$ cat src/rtl/pattern_loader_if.sv
// pattern_loader_if: request/response and array-write signals of the pattern loader.
// The "slave" modport is the loader itself; "master" is the debug/UI logic plus the
// array write port that drive and consume it.
interface pattern_loader_if #(
    parameter int TILES  = 4,
    parameter int TILE_W = 16
);
    localparam int POS_W = $clog2(TILES);

    logic              start;
    logic [1:0]        mode;
    logic [TILE_W-1:0] user_val;
    logic              abort;
    logic              wr_ready;
    logic [POS_W-1:0]  pos;
    logic [TILE_W-1:0] val;
    logic              write_enb;
    logic              busy;
    logic              done;

    modport master (
        output start, mode, user_val, abort, wr_ready,
        input  pos, val, write_enb, busy, done
    );

    modport slave (
        input  start, mode, user_val, abort, wr_ready,
        output pos, val, write_enb, busy, done
    );
endinterface

$ cat src/rtl/pattern_loader.sv
// pattern_loader: on a start request streams one pattern into a tiled cell array,
// one write per tile, with a ready handshake that can stall each write.
// Optional build macro PATTERN_LOADER_LFSR_EN turns mode 10 from a fixed checkerboard
// into a pseudo-random soup driven by a 16-bit Fibonacci LFSR (taps 16,14,13,11).
module pattern_loader #(
    parameter int TILES  = 4,
    parameter int TILE_W = 16
) (
    input  logic             clk,
    input  logic             reset,
    pattern_loader_if.slave  bus
);
    localparam int POS_W = $clog2(TILES);
    localparam logic [POS_W-1:0]  LAST_POS   = POS_W'(TILES - 1);
    localparam logic [TILE_W-1:0] CHECK_EVEN = {(TILE_W/2){2'b10}};
    localparam logic [TILE_W-1:0] CHECK_ODD  = {(TILE_W/2){2'b01}};
    localparam logic [1:0] MODE_CLEAR = 2'b00;
    localparam logic [1:0] MODE_FILL  = 2'b01;
    localparam logic [1:0] MODE_CHECK = 2'b10;
    localparam logic [1:0] MODE_USER  = 2'b11;

    typedef enum logic {IDLE, LOAD} state_t;

    state_t            state_q, state_d;
    logic [POS_W-1:0]  pos_q, pos_d;
    logic [TILE_W-1:0] val_q, val_d;
    logic              wen_q, wen_d;
    logic              busy_q, busy_d;
    logic              done_q, done_d;
    logic [1:0]        mode_q, mode_d;
    logic [TILE_W-1:0] user_q, user_d;

    logic              accept;
    logic              lastTile;
    logic [POS_W-1:0]  posNext;
    logic [TILE_W-1:0] startVal;
    logic [TILE_W-1:0] nextVal;

    assign accept   = wen_q & bus.wr_ready;
    assign lastTile = (pos_q == LAST_POS);
    assign posNext  = pos_q + POS_W'(1);

`ifdef PATTERN_LOADER_LFSR_EN
    logic [15:0] lfsr_q, lfsr_d, lfsrStep;

    // The soup value for a tile is the LFSR state that was current when the tile was issued.
    assign lfsrStep = {lfsr_q[14:0], lfsr_q[15] ^ lfsr_q[13] ^ lfsr_q[12] ^ lfsr_q[10]};

    function automatic logic [TILE_W-1:0] spread(input logic [15:0] s);
        for (int b = 0; b < TILE_W; b++) begin
            spread[b] = s[b % 16];
        end
    endfunction
`endif

    // Value of tile 0, taken from the live mode/user_val inputs since they latch on the same edge.
    always_comb begin
        startVal = '0;
        case (bus.mode)
            MODE_CLEAR: startVal = '0;
            MODE_FILL:  startVal = '1;
`ifdef PATTERN_LOADER_LFSR_EN
            MODE_CHECK: startVal = spread(lfsr_q);
`else
            MODE_CHECK: startVal = CHECK_EVEN;
`endif
            MODE_USER:  startVal = bus.user_val;
            default:    startVal = '0;
        endcase
    end

    // Value of the following tile, from the latched mode so mid-load input changes have no effect.
    always_comb begin
        nextVal = '0;
        case (mode_q)
            MODE_CLEAR: nextVal = '0;
            MODE_FILL:  nextVal = '1;
`ifdef PATTERN_LOADER_LFSR_EN
            MODE_CHECK: nextVal = spread(lfsrStep);
`else
            MODE_CHECK: nextVal = posNext[0] ? CHECK_ODD : CHECK_EVEN;
`endif
            MODE_USER:  nextVal = user_q;
            default:    nextVal = '0;
        endcase
    end

    // Next-state logic: start a load, advance on each accepted write, finish or abort back to IDLE.
    always_comb begin
        state_d = state_q;
        pos_d   = pos_q;
        val_d   = val_q;
        wen_d   = wen_q;
        busy_d  = busy_q;
        done_d  = 1'b0;
        mode_d  = mode_q;
        user_d  = user_q;
`ifdef PATTERN_LOADER_LFSR_EN
        lfsr_d  = lfsr_q;
`endif
        case (state_q)
            IDLE: begin
                if (bus.start) begin
                    state_d = LOAD;
                    mode_d  = bus.mode;
                    user_d  = bus.user_val;
                    pos_d   = '0;
                    val_d   = startVal;
                    wen_d   = 1'b1;
                    busy_d  = 1'b1;
                end
            end
            LOAD: begin
`ifdef PATTERN_LOADER_LFSR_EN
                if (accept && mode_q == MODE_CHECK) begin
                    lfsr_d = lfsrStep;
                end
`endif
                if (bus.abort || (accept && lastTile)) begin
                    state_d = IDLE;
                    pos_d   = '0;
                    val_d   = '0;
                    wen_d   = 1'b0;
                    busy_d  = 1'b0;
                    done_d  = ~bus.abort;
                end else if (accept) begin
                    pos_d = posNext;
                    val_d = nextVal;
                end
            end
            default: state_d = IDLE;
        endcase
    end

    // State and output registers, cleared immediately by reset.
    always_ff @(posedge clk or negedge reset) begin
        if (!reset) begin
            state_q <= IDLE;
            pos_q   <= '0;
            val_q   <= '0;
            wen_q   <= 1'b0;
            busy_q  <= 1'b0;
            done_q  <= 1'b0;
            mode_q  <= '0;
            user_q  <= '0;
        end else begin
            state_q <= state_d;
            pos_q   <= pos_d;
            val_q   <= val_d;
            wen_q   <= wen_d;
            busy_q  <= busy_d;
            done_q  <= done_d;
            mode_q  <= mode_d;
            user_q  <= user_d;
        end
    end

`ifdef PATTERN_LOADER_LFSR_EN
    // LFSR state persists across loads so successive soups differ; the seed keeps it non-zero.
    always_ff @(posedge clk or negedge reset) begin
        if (!reset) begin
            lfsr_q <= 16'hACE1;
        end else begin
            lfsr_q <= lfsr_d;
        end
    end
`endif

    assign bus.pos       = pos_q;
    assign bus.val       = val_q;
    assign bus.write_enb = wen_q;
    assign bus.busy      = busy_q;
    assign bus.done      = done_q;
endmodule
$ cat src/flat_wrapper.sv
// flat-port wrapper written by rule: the top's interface ports become plain ports
module pattern_loader_flat 
#(
    parameter int TILES  = 4,
    parameter int TILE_W = 16
)
  (clk, reset, bus_start, bus_mode, bus_user_val, bus_abort, bus_wr_ready, bus_pos, bus_val, bus_write_enb, bus_busy, bus_done);
  pattern_loader_if #(.TILES(TILES), .TILE_W(TILE_W)) bus_i ();
  input  logic clk;
  input  logic reset;
  input wire logic [$bits(bus_i.start)-1:0] bus_start;
  input wire logic [$bits(bus_i.mode)-1:0] bus_mode;
  input wire logic [$bits(bus_i.user_val)-1:0] bus_user_val;
  input wire logic [$bits(bus_i.abort)-1:0] bus_abort;
  input wire logic [$bits(bus_i.wr_ready)-1:0] bus_wr_ready;
  output wire logic [$bits(bus_i.pos)-1:0] bus_pos;
  output wire logic [$bits(bus_i.val)-1:0] bus_val;
  output wire logic [$bits(bus_i.write_enb)-1:0] bus_write_enb;
  output wire logic [$bits(bus_i.busy)-1:0] bus_busy;
  output wire logic [$bits(bus_i.done)-1:0] bus_done;
  assign bus_i.start = bus_start;
  assign bus_i.mode = bus_mode;
  assign bus_i.user_val = bus_user_val;
  assign bus_i.abort = bus_abort;
  assign bus_i.wr_ready = bus_wr_ready;
  assign bus_pos = bus_i.pos;
  assign bus_val = bus_i.val;
  assign bus_write_enb = bus_i.write_enb;
  assign bus_busy = bus_i.busy;
  assign bus_done = bus_i.done;
  pattern_loader #(.TILES(TILES), .TILE_W(TILE_W)) u_core (.clk(clk), .reset(reset), .bus(bus_i));
endmodule
$ cat config.mk
export PLATFORM = sky130hd
export DESIGN_NAME = pattern_loader_flat
export DESIGN_NICKNAME = d
export VERILOG_FILES = /design/src/rtl/pattern_loader_if.sv /design/src/rtl/pattern_loader.sv /design/src/flat_wrapper.sv
export SDC_FILE = /design/constraint.sdc
export NUM_CORES = 1
export LEC_CHECK = 0
export ABC_AREA = 1
export CAP_MARGIN = 20
export CORE_ASPECT_RATIO = 1.1
export CORE_MARGIN = 2
export CORE_UTILIZATION = 45
export DETAILED_ROUTE_END_ITERATION = 16
export PLACE_DENSITY = 0.69
export SLEW_MARGIN = 0
export SYNTH_ARGS = -nofsm -noshare
export SYNTH_HDL_FRONTEND = slang
export SYNTH_SLANG_ARGS = --single-unit
export TNS_END_PERCENT = 100
$ cat constraint.sdc
create_clock -name clk -period 2.6 [get_ports clk]
set_clock_uncertainty 0.15 [all_clocks]
set_input_delay 0.52 -clock clk [delete_from_list [all_inputs] [get_ports clk]]
set_output_delay 0.52 -clock clk [all_outputs]
set_load 0.02 [all_outputs]
==> impl_metrics.json <==
{
  "post_cts.repair.setup_buffers": 0,
  "placeableCoreArea_sq_um": 4350,
  "mappedNetlistNets": 281,
  "setup_viol_count_final": 0,
  "synth.largest_area_cell": "sky130_fd_sc_hd__dfrtp_1",
  "proportion_of_register_bits_with_asynchronous_set_or_reset_after_synthesis": 1.00,
  "die_area_sq_um": 5140,
  "tritoncts_num_sinks": 39,
  "grt_first_pass_wirelength_mm": 7.56,
  "synthDistinctLibCells": 28,
  "rsz_0062_raised_after_global_routing": "no",
  "fin_nets": 324,
  "worst_r2r_startpoint": "u_core.bus.pos[0]$_DFFE_PN0P_",
  "syn_inst": 257,
  "post-dp-hpwl_mm": 3.17,
  "critical_path_class": "reg -> out",
  "portBuffers": 43,
  "gpl.final_weighted_congestion": 0.792,
  "synth_area_sq_um": 2060,
  "grt_max_degree": 40,
  "numCtsBuffers": 5,
  "vias_per_cell": 5.01,
  "cp_slowest_stage_delay_ns": 0.63,
  "clkLatencyLatePin_ns": 0.29,
  "layoutNonFillerInstCount": 355,
  "finalWirelength_mm": 4.58,
  "initial_utilization": 0.475,
  "worstMarginPinSlew_ns": 0.885,
  "route.detailed.wl_per_inst_um": 12.9,
  "worstSetupStartpointType": "register",
  "cts_root_buffer": "sky130_fd_sc_hd__clkbuf_8",
  "fin_crit_ns": 1.99,
  "path_cells": "clkdlybuf4s50_1",
  "leakagePower_nw": 1.25,
  "clk_transition_reported_paths_ns": 0.07,
  "max_freq_ghz": 0.503,
  "avgSynthCellArea_sq_um": 8.03,
  "synth_most_common_cell": "sky130_fd_sc_hd__nor2_1",
  "run_status": "complete, no violations",
  "relSlewSlack": 0.410,
  "cts_tree": "done",
  "rows": 25,
  "drv_slew": 0,
  "layout-drive-gt1-share": 0.126,
  "grt_antenna_before_repair": 0,
  "critPathMaxFanout": 4,
  "ys.flop_type": "sky130_fd_sc_hd__dfrtp_1",
  "die_width_um": 68.6,
  "worst-r2r-setup-slack_ns": 1.05,
  "grt_usage": 0.199,
  "p_per_area_nw_per_um2": 772,
  "clockBufferDepth": 2,
  "worstPathBufferInverterCount": 1,
  "post_route_setup_tns_ns": 0,
  "synth_enable_flop_cells": 0,
  "synth.cells.most_frequent": "53 x sky130_fd_sc_hd__nor2_1, 42 x sky130_fd_sc_hd__nand2_1, 39 x sky130_fd_sc_hd__dfrtp_1",
  "critical-path-slowest-cell": "sky130_fd_sc_hd__clkdlybuf4s50_1",
  "min_path_type": "in -> async",
  "irDropWorstVdd_uv": 354,
  "detailedRoute.firstIterationViolations": 134,
  "synth-seq-area-share": 0.473,
  "final_min_period_over_clock_period": 0.765,
  "chip_height_um": 75.0,
  "crit_path_end_kind": "primary output",
  "maxCapViolations": 0,
  "dr_total_vias": 1777,
  "placedCellCount": 347,
  "grt_remaining_overflow": 0,
  "grt_pass1_vias": 1602,
  "synth_warnings": 0,
  "syn_to_final_growth_pct": 26.1,
  "synth_top_area_share": 0.473,
  "synth.top_cells.by_area": "sky130_fd_sc_hd__dfrtp_1 47%, sky130_fd_sc_hd__nor2_1 9.6%, sky130_fd_sc_hd__nand2_1 7.6%, sky130_fd_sc_hd__inv_1 5.3%, sky130_fd_sc_hd__a21oi_1 4.4%",
  "cpLargestDelayFamily": "buffers and inverters",
  "synth_seq_cells": 39,
  "residual_drc_count": 0,
  "io_pins": 44,
  "post_cts_hold_buffer_count": 0,
  "detail_route.first_pass.iterations": 4,
  "antenna_cells_inserted": 0,
  "worstRegToRegCells": 5,
  "cts.repair.resized": 0,
  "arrival_ns": 1.32,
  "worst_ep_required_time_ns": 1.93,
  "r2r_end": "u_core.bus.val[5]$_DFFE_PN0P_",
  "antenna_left": 0,
  "cts_htree_levels": 2,
  "final-hold-violation-count": 0
}
-- power breakdown --
group          internal (mW)  total, mW  switching, mW  leakage (nW)
Sequential             0.745      0.841         0.0954         0.465
Clock                  0.242      0.459          0.216        0.0515
Combinational          0.305      0.710          0.405         0.734
-- worst max-delay path by stage --
stage | startpoint | to | slack [ns] | cells after the start
CTS | u_core.bus.write_enb$_DFFE_PN0P_ | bus_write_enb | 0.60 | 1
global route | bus_mode[1] | u_core.bus.val[5]$_DFFE_PN0P_ | 0.51 | 5
global placement | bus_mode[1] | u_core.bus.val[11]$_DFFE_PN0P_ | 0.42 | 5
finish | u_core.bus.pos[0]$_DFFE_PN0P_ | bus_pos[0] | 0.61 | 1
floorplan | bus_mode[1] | u_core.bus.val[11]$_DFFE_PN0P_ | 1.09 | 5
detailed placement | bus_mode[1] | u_core.bus.val[13]$_DFFE_PN0P_ | 0.41 | 5
-- cell families (layout without fill, tap and decap cells) --
logic type | after synthesis | count (layout) | synth area share
and+or+nand+nor | 137 | 137 | 0.318
buffers and inverters | 42 | 86 | 0.0995
DFF | 39 | 39 | 0.473
AOI/OAI and AO/OA | 36 | 36 | 0.0928
muxes | 2 | 2 | 0.0109
adders and majority gates | 1 | 1 | 0.00606
-- layout by cell type, fill, tap and decap left out, types with 2 or more instances in the layout --
cell type	instances
sky130_fd_sc_hd__mux2_2	2
sky130_fd_sc_hd__nor2_1	53
sky130_fd_sc_hd__inv_1	29
sky130_fd_sc_hd__inv_2	2
sky130_fd_sc_hd__nand3_1	14
sky130_fd_sc_hd__o21ai_0	14
sky130_fd_sc_hd__nand3_2	4
sky130_fd_sc_hd__nand2_1	42
sky130_fd_sc_hd__nor2_2	4
sky130_fd_sc_hd__clkbuf_8	7
sky130_fd_sc_hd__nand4_1	8
sky130_fd_sc_hd__nand2_2	6
sky130_fd_sc_hd__a21oi_2	2
sky130_fd_sc_hd__clkdlybuf4s50_1	42
sky130_fd_sc_hd__a21oi_1	18
sky130_fd_sc_hd__dfrtp_1	39
sky130_fd_sc_hd__buf_4	3
-- final cells by class --
type / count / area (sq um)
fill: 423 / 1750
sequential: 39 / 976
multi-input combinational: 176 / 882
timing repair buffer: 46 / 448
inverter: 32 / 128
clock buffer: 8 / 100
tap: 54 / 67.6
-- stage by stage --
stage,power (mW),util,hold slack (ns),instance area (sq um),setup slack (ns)
after floorplan,1.29,-,0.0744,2060,1.09
after global placement,1.56,0.575,0.311,2500,0.422
after detailed placement,1.57,0.575,0.322,2500,0.413
after CTS,2.03,0.598,0.223,2600,0.595
after global routing,2.14,0.598,0.273,2600,0.514
final,2.01,0.598,0.195,2600,0.610
-- sequential cells by signal, indices dropped and copies added (netlist names) --
register / flops
u_core.bus.val: 16
u_core.bus.write_enb: 1
u_core.user_q: 16
u_core.state_q: 1
u_core.mode_q: 2
u_core.bus.pos: 2
u_core.bus.done: 1
-- layer usage --
layer  GRT usage  up-vias  routed length (um)
li1            -      894                   -
met1       0.262      821                2020
met2       0.325       54                2240
met3      0.0463        8                 271
met4      0.0644        0                  51
met5           0        -                   0
Power figures use the tool's default switching activity.
